`src/rtl/multicycle_control_unit_if.sv`:
```
// rtl/multicycle_control_unit_if.sv - instruction/data memory handshake between control unit and memory
interface multicycle_control_unit_if;
   logic [31:0] instr;
   logic        mem_ready;
   logic        mem_req;

   modport master (
      input  instr,
      input  mem_ready,
      output mem_req
   );

   modport slave (
      output instr,
      output mem_ready,
      input  mem_req
   );
endinterface

```
`src/rtl/multicycle_control_unit.sv`:
```
// rtl/multicycle_control_unit.sv - multicycle RV32I control FSM with memory handshake timeout trap
module multicycle_control_unit #(
   parameter int MEM_TIMEOUT = 16,
   parameter int CNT_W       = 8
) (
   input  logic                             clk,
   input  logic                             rst_n,
   multicycle_control_unit_if.master        mem,
   input  logic                             br_taken,
   input  logic                             trap_clr,
   output logic                             IRWr,
   output logic                             PCWr,
   output logic                             PCSrc,
   output logic                             RUWr,
   output logic [3:0]                       ALUOp,
   output logic [2:0]                       ImmSrc,
   output logic                             ALUASrc,
   output logic                             ALUBSrc,
   output logic                             DMWr,
   output logic [2:0]                       DMCtrl,
   output logic [4:0]                       BrOp,
   output logic [1:0]                       RUDataWrSrc,
   output logic [2:0]                       state,
   output logic                             illegal
);

   typedef enum logic [2:0] {
      S_FETCH     = 3'd0,
      S_DECODE    = 3'd1,
      S_EXECUTE   = 3'd2,
      S_MEMORY    = 3'd3,
      S_WRITEBACK = 3'd4,
      S_TRAP      = 3'd7
   } state_t;

   typedef enum logic [3:0] {
      C_NONE, C_R, C_I, C_LOAD, C_STORE, C_BRANCH, C_LUI, C_AUIPC, C_JAL, C_JALR
   } class_t;

   localparam logic [CNT_W-1:0] CNT_LAST = CNT_W'(MEM_TIMEOUT - 1);

   state_t           cur;
   state_t           nxt;
   class_t           cls;
   logic [6:0]       opcode;
   logic [2:0]       f3;
   logic [6:0]       f7;
   logic [CNT_W-1:0] cnt;
   logic             waiting;
   logic             timeout;
   logic             unused_bits;

   // Operand/immediate bits of the instruction word belong to the datapath, not here.
   assign unused_bits = ^{mem.instr[24:15], mem.instr[11:7], f7[6], f7[4:0]};

   // A memory access is stalling when requested but not yet acknowledged.
   assign waiting = ((cur == S_FETCH) || (cur == S_MEMORY)) && !mem.mem_ready;
   assign timeout = waiting && (cnt == CNT_LAST);

   assign state   = cur;
   assign illegal = (cur == S_TRAP);

   // State register.
   always_ff @(posedge clk or negedge rst_n) begin
      if (!rst_n) begin
         cur <= S_FETCH;
      end else begin
         cur <= nxt;
      end
   end

   // Capture the decode fields once per instruction, when the fetch completes.
   always_ff @(posedge clk or negedge rst_n) begin
      if (!rst_n) begin
         opcode <= '0;
         f3     <= '0;
         f7     <= '0;
      end else if ((cur == S_FETCH) && mem.mem_ready) begin
         opcode <= mem.instr[6:0];
         f3     <= mem.instr[14:12];
         f7     <= mem.instr[31:25];
      end
   end

   // Wait counter: counts stalled cycles, restarts whenever the state moves.
   always_ff @(posedge clk or negedge rst_n) begin
      if (!rst_n) begin
         cnt <= '0;
      end else if (nxt != cur) begin
         cnt <= '0;
      end else if (waiting) begin
         cnt <= cnt + 1'b1;
      end
   end

   // Classify the latched opcode.
   always_comb begin
      cls = C_NONE;
      case (opcode)
         7'b0110011: cls = C_R;
         7'b0010011: cls = C_I;
         7'b0000011: cls = C_LOAD;
         7'b0100011: cls = C_STORE;
         7'b1100011: cls = C_BRANCH;
         7'b0110111: cls = C_LUI;
         7'b0010111: cls = C_AUIPC;
         7'b1101111: cls = C_JAL;
         7'b1100111: cls = C_JALR;
         default:    cls = C_NONE;
      endcase
   end

   // Datapath controls, driven only while an instruction is in flight.
   always_comb begin
      ALUOp       = 4'b0000;
      ImmSrc      = 3'b000;
      ALUASrc     = 1'b0;
      ALUBSrc     = 1'b0;
      DMCtrl      = 3'b000;
      BrOp        = 5'b00000;
      RUDataWrSrc = 2'b00;
      if ((cur == S_DECODE) || (cur == S_EXECUTE) || (cur == S_MEMORY) || (cur == S_WRITEBACK)) begin
         case (cls)
            C_R: begin
               ALUOp = {f7[5], f3};
            end
            C_I: begin
               ALUOp   = {(f3 == 3'b101) ? f7[5] : 1'b0, f3};
               ALUBSrc = 1'b1;
            end
            C_LOAD: begin
               ALUBSrc     = 1'b1;
               DMCtrl      = f3;
               RUDataWrSrc = 2'b01;
            end
            C_STORE: begin
               ImmSrc  = 3'b001;
               ALUBSrc = 1'b1;
               DMCtrl  = f3;
            end
            C_BRANCH: begin
               ImmSrc  = 3'b101;
               ALUASrc = 1'b1;
               ALUBSrc = 1'b1;
               BrOp    = {2'b01, f3};
            end
            C_LUI: begin
               ImmSrc  = 3'b010;
               ALUOp   = 4'b1111;
               ALUBSrc = 1'b1;
            end
            C_AUIPC: begin
               ImmSrc  = 3'b010;
               ALUASrc = 1'b1;
               ALUBSrc = 1'b1;
            end
            C_JAL: begin
               ImmSrc      = 3'b110;
               ALUASrc     = 1'b1;
               ALUBSrc     = 1'b1;
               BrOp        = 5'b00100;
               RUDataWrSrc = 2'b10;
            end
            C_JALR: begin
               ALUBSrc     = 1'b1;
               BrOp        = 5'b00100;
               RUDataWrSrc = 2'b10;
            end
            default: begin
            end
         endcase
      end
   end

   // Next state and strobes; fetch-side outputs are masked while reset is held.
   always_comb begin
      nxt         = cur;
      mem.mem_req = 1'b0;
      IRWr        = 1'b0;
      PCWr        = 1'b0;
      PCSrc       = 1'b0;
      RUWr        = 1'b0;
      DMWr        = 1'b0;
      case (cur)
         S_FETCH: begin
            mem.mem_req = rst_n;
            if (mem.mem_ready) begin
               IRWr = rst_n;
               nxt  = S_DECODE;
            end else if (timeout) begin
               nxt = S_TRAP;
            end
         end
         S_DECODE: begin
            nxt = (cls == C_NONE) ? S_TRAP : S_EXECUTE;
         end
         S_EXECUTE: begin
            if ((cls == C_LOAD) || (cls == C_STORE)) begin
               nxt = S_MEMORY;
            end else if (cls == C_BRANCH) begin
               PCWr  = 1'b1;
               PCSrc = br_taken;
               nxt   = S_FETCH;
            end else begin
               nxt = S_WRITEBACK;
            end
         end
         S_MEMORY: begin
            mem.mem_req = 1'b1;
            DMWr        = (cls == C_STORE);
            if (mem.mem_ready) begin
               if (cls == C_STORE) begin
                  PCWr = 1'b1;
                  nxt  = S_FETCH;
               end else begin
                  nxt = S_WRITEBACK;
               end
            end else if (timeout) begin
               nxt = S_TRAP;
            end
         end
         S_WRITEBACK: begin
            RUWr  = 1'b1;
            PCWr  = 1'b1;
            PCSrc = (cls == C_JAL) || (cls == C_JALR);
            nxt   = S_FETCH;
         end
         S_TRAP: begin
            if (trap_clr) begin
               nxt = S_FETCH;
            end
         end
         default: begin
            nxt = S_FETCH;
         end
      endcase
   end

endmodule

```
`src/flat_wrapper.sv`:
```
// flat-port wrapper written by rule: the top's interface ports become plain ports
module multicycle_control_unit_flat 
#(
   parameter int MEM_TIMEOUT = 16,
   parameter int CNT_W       = 8
)
  (clk, rst_n, br_taken, trap_clr, IRWr, PCWr, PCSrc, RUWr, ALUOp, ImmSrc, ALUASrc, ALUBSrc, DMWr, DMCtrl, BrOp, RUDataWrSrc, state, illegal, mem_instr, mem_mem_ready, mem_mem_req);
  multicycle_control_unit_if mem_i ();
  input  logic clk;
  input  logic rst_n;
  input  logic br_taken;
  input  logic trap_clr;
  output logic IRWr;
  output logic PCWr;
  output logic PCSrc;
  output logic RUWr;
  output logic [3:0] ALUOp;
  output logic [2:0] ImmSrc;
  output logic ALUASrc;
  output logic ALUBSrc;
  output logic DMWr;
  output logic [2:0] DMCtrl;
  output logic [4:0] BrOp;
  output logic [1:0] RUDataWrSrc;
  output logic [2:0] state;
  output logic illegal;
  input wire logic [$bits(mem_i.instr)-1:0] mem_instr;
  input wire logic [$bits(mem_i.mem_ready)-1:0] mem_mem_ready;
  output wire logic [$bits(mem_i.mem_req)-1:0] mem_mem_req;
  assign mem_i.instr = mem_instr;
  assign mem_i.mem_ready = mem_mem_ready;
  assign mem_mem_req = mem_i.mem_req;
  multicycle_control_unit #(.MEM_TIMEOUT(MEM_TIMEOUT), .CNT_W(CNT_W)) u_core (.clk(clk), .rst_n(rst_n), .mem(mem_i), .br_taken(br_taken), .trap_clr(trap_clr), .IRWr(IRWr), .PCWr(PCWr), .PCSrc(PCSrc), .RUWr(RUWr), .ALUOp(ALUOp), .ImmSrc(ImmSrc), .ALUASrc(ALUASrc), .ALUBSrc(ALUBSrc), .DMWr(DMWr), .DMCtrl(DMCtrl), .BrOp(BrOp), .RUDataWrSrc(RUDataWrSrc), .state(state), .illegal(illegal));
endmodule
```
`config.mk`:
```
export PLATFORM = sky130hd
export DESIGN_NAME = multicycle_control_unit_flat
export DESIGN_NICKNAME = d
export VERILOG_FILES = /design/src/rtl/multicycle_control_unit_if.sv /design/src/rtl/multicycle_control_unit.sv /design/src/flat_wrapper.sv
export SDC_FILE = /design/constraint.sdc
export NUM_CORES = 1
export LEC_CHECK = 0
export ABC_AREA = 0
export ABC_CLOCK_PERIOD_IN_PS = 3350
export CORE_MARGIN = 2
export CORE_UTILIZATION = 47
export DETAILED_ROUTE_END_ITERATION = 7
export PLACE_DENSITY = 0.91
export SLEW_MARGIN = 20
export SYNTH_ARGS = -nofsm -noshare
export SYNTH_HDL_FRONTEND = slang
export SYNTH_SLANG_ARGS = --single-unit
```
`constraint.sdc`:
```
create_clock -name clk -period 3.35 [get_ports clk]
set_clock_uncertainty 0.1 [all_clocks]
set_input_delay 0.67 -clock clk [delete_from_list [all_inputs] [get_ports clk]]
set_output_delay 0.67 -clock clk [all_outputs]
set_load 0.05 [all_outputs]
```
==> run metrics <==
status completed; grt total ovfl 0; Mapped Nets 210; Core Area around 3400 um^2; flops & latches, synth 22; FMAX around 310 MHz; Reg-to-Reg End u_core.cnt[3]; ANT cells 0; clk buf depth 2; Nets about 250; Root Driver clkbuf_4; drt via density 5.73; critical path cell sequence mux2_2 -> o22ai_1 -> a21oi_1 -> nor2_1 -> clkdlybuf4s50_1; first drt pass iteration count 5; layout cells sized above 1 26.5%; R2R setup slack 1.04 ns; CTS Sinks 22; post-layout min period 3.19 ns; worst hold path endpoint u_core.f7[5]; most frequent cells in the layout clkdlybuf4s50_1, dfrtp_1, buf_4, nand2_1; Mapped Avg Cell Area 9.94 um^2; Worst path max stage delay 0.81 ns; ys flop type dfrtp_1; Vias 1496; antenna viol nets, final 0; number of flops mapped to enable cells by yosys 0; final core occ 65.1%; clk_lat worst skew about 0.33 ns; TritonCTS buffer count 3; RSZ-0062 raised after global routing false; Setup-failing EPs final 0; Setup TNS 0 ns; Hold Fails Final Rpt 0; Crit Path Category reg2out; DIE HEIGHT ~64 um; normalized max-slew margin 32.0%; Routed WL per cell between 15 and 20 um; Worst Setup End Kind output port; post-synth cell types 54; Die ar. 4140 um^2; synthesis-to-layout area growth 30.0%; first-pass GRT wire length 6700 um; Synth Instances 172; type of origin of the critical path flip-flop; max-cap violations 0; Fillers 291; measured slew at the worst slew-check pin ~1.0 ns; Residual DRC 0; Die Span X 64.3 um; Slowest cell on crit path clkdlybuf4s50_1; IO Pins 66; RR Startpoint u_core.opcode[4]; commonest non-fill, non-tap cell in the layout clkdlybuf4s50_1; starting utilization of the core area around half; Peak VDD IR 0.566 mV; GRT Overall Usage 20.7%; hold crit path type reg2reg; CP startpoint u_core.opcode[5]; fin crit share 95.3%; drt initial violations 63; Worst EP arrival ~2.4 ns; critical path peak fanout 11; Hold Startpoint u_core.f7[5]; FFs w/ async S/R, synth 100%; htree depth 1; Buffers on Ports 43; hold path cells 1; final HPWL from detailed placement roughly 3100 um; largest net degree at the start of global routing 15; worst reg2reg path depth 5; Yosys warnings 0; # rows 21; clk slew on worst S/H paths ~0.13 ns; routed wire length 4050 um; mapped cell area 1710 um^2; post-CTS setup buffer count 0; vias in the first global route 1509; antenna violations before repair 0; Leak between 0.0009 and 0.001 uW; Hold Buf Count CTS 0; post-synthesis sequential area ratio 32.2%; Pwr per Cell Area just over 800 nW/um^2; CP required 2.58 ns; CTS tree built; RePlAce Congestion 0.814; Slew Viols, Final 0
## what timing repair did
item,4_1_cts,5_1_grt
gates cloned,0,0
endpoints found under the setup margin,2,8
resized for setup,2,7
## registers in the layout, summed over array words and instances, names as in the netlist
| signal | count |
|---|---|
| u_core.f7 | 1 |
| u_core.opcode | 7 |
| u_core.cnt | 8 |
| u_core.state | 3 |
| u_core.f3 | 3 |
## worst max-delay path: cells and delay by family, from the launching register on
family	cells	cell delay (ns)
flip-flops	1	0.54
multiplexers	1	0.38
AND/OR/NAND/NOR	1	0.11
buffers and inverters	1	0.81
AO/OA/AOI/OAI	2	0.26
## how the worst max path moves through the flow
stage	endpoint	slack (ns)	cells past startpoint
floorplan	BrOp[0]	0.003	5
global placement	ALUASrc	0.38	5
detailed placement	ALUASrc	0.37	5
CTS	BrOp[3]	0.003	5
global route	ALUBSrc	0.07	5
finish	ALUBSrc	0.16	5
## through the flow
step	hold slack [ns]	power [uW]	instance area (um^2)	setup slack (ns)	cells
after global routing	0.460	1930	2220	0.0672	261
after global placement	0.396	1620	2170	0.380	257
after floorplan	0.274	1370	1710	0.00339	172
after detailed placement	0.417	1640	2170	0.372	257
after CTS	0.450	1800	2200	0.00294	261
final	0.447	1820	2220	0.157	261
## cell families (layout without fill, tap and decap cells)
group,after synthesis,count (layout),synth area share (%)
other,1,1,0.219
buffers and inverters,10,53,4.47
adder cells (fa/ha/maj),1,1,0.732
multiplexers,14,14,9.15
XOR/XNOR,10,10,6.00
flip-flops,22,22,32.2
AND/OR/NAND/NOR,85,85,34.0
AO/OA/AOI/OAI,29,29,13.3
## routing by layer
layer  wire length [um]  global-route usage, %
met1               1830                   27.0
met2               1940                   35.2
met3                192                   1.76
met4                 82                   8.78
met5                  0                      0
## synth_stat cells, types with 4 or more instances
master | n | area [um^2]
and2_1 | 4 | 25.0
mux2_1 | 9 | 101
or3_1 | 5 | 31.3
nand2_1 | 12 | 45.0
and3_1 | 7 | 43.8
buf_2 | 4 | 20.0
nand3_1 | 7 | 35.0
nand2b_1 | 4 | 25.0
nor3_2 | 9 | 90.1
nor2_1 | 10 | 37.5
a21oi_1 | 10 | 50.1
xnor2_1 | 6 | 52.6
dfrtp_1 | 22 | 551
mux2_2 | 4 | 45.0
## report_power, final
group	internal, uW	switching (uW)
Combinational	456	637
Sequential	361	208
Clock	66.6	89.0
## cell type report
class	instances	area (um^2)	share of cell area [%]
Multi-Input combinational cell	140	1100	49.3
Sequential cell	22	554	24.9
Timing Repair Buffer	49	478	21.5
Tap cell	46	57.6	2.59
Clock buffer	4	36.3	1.63
No activity file was read; power rests on OpenSTA's default activity.
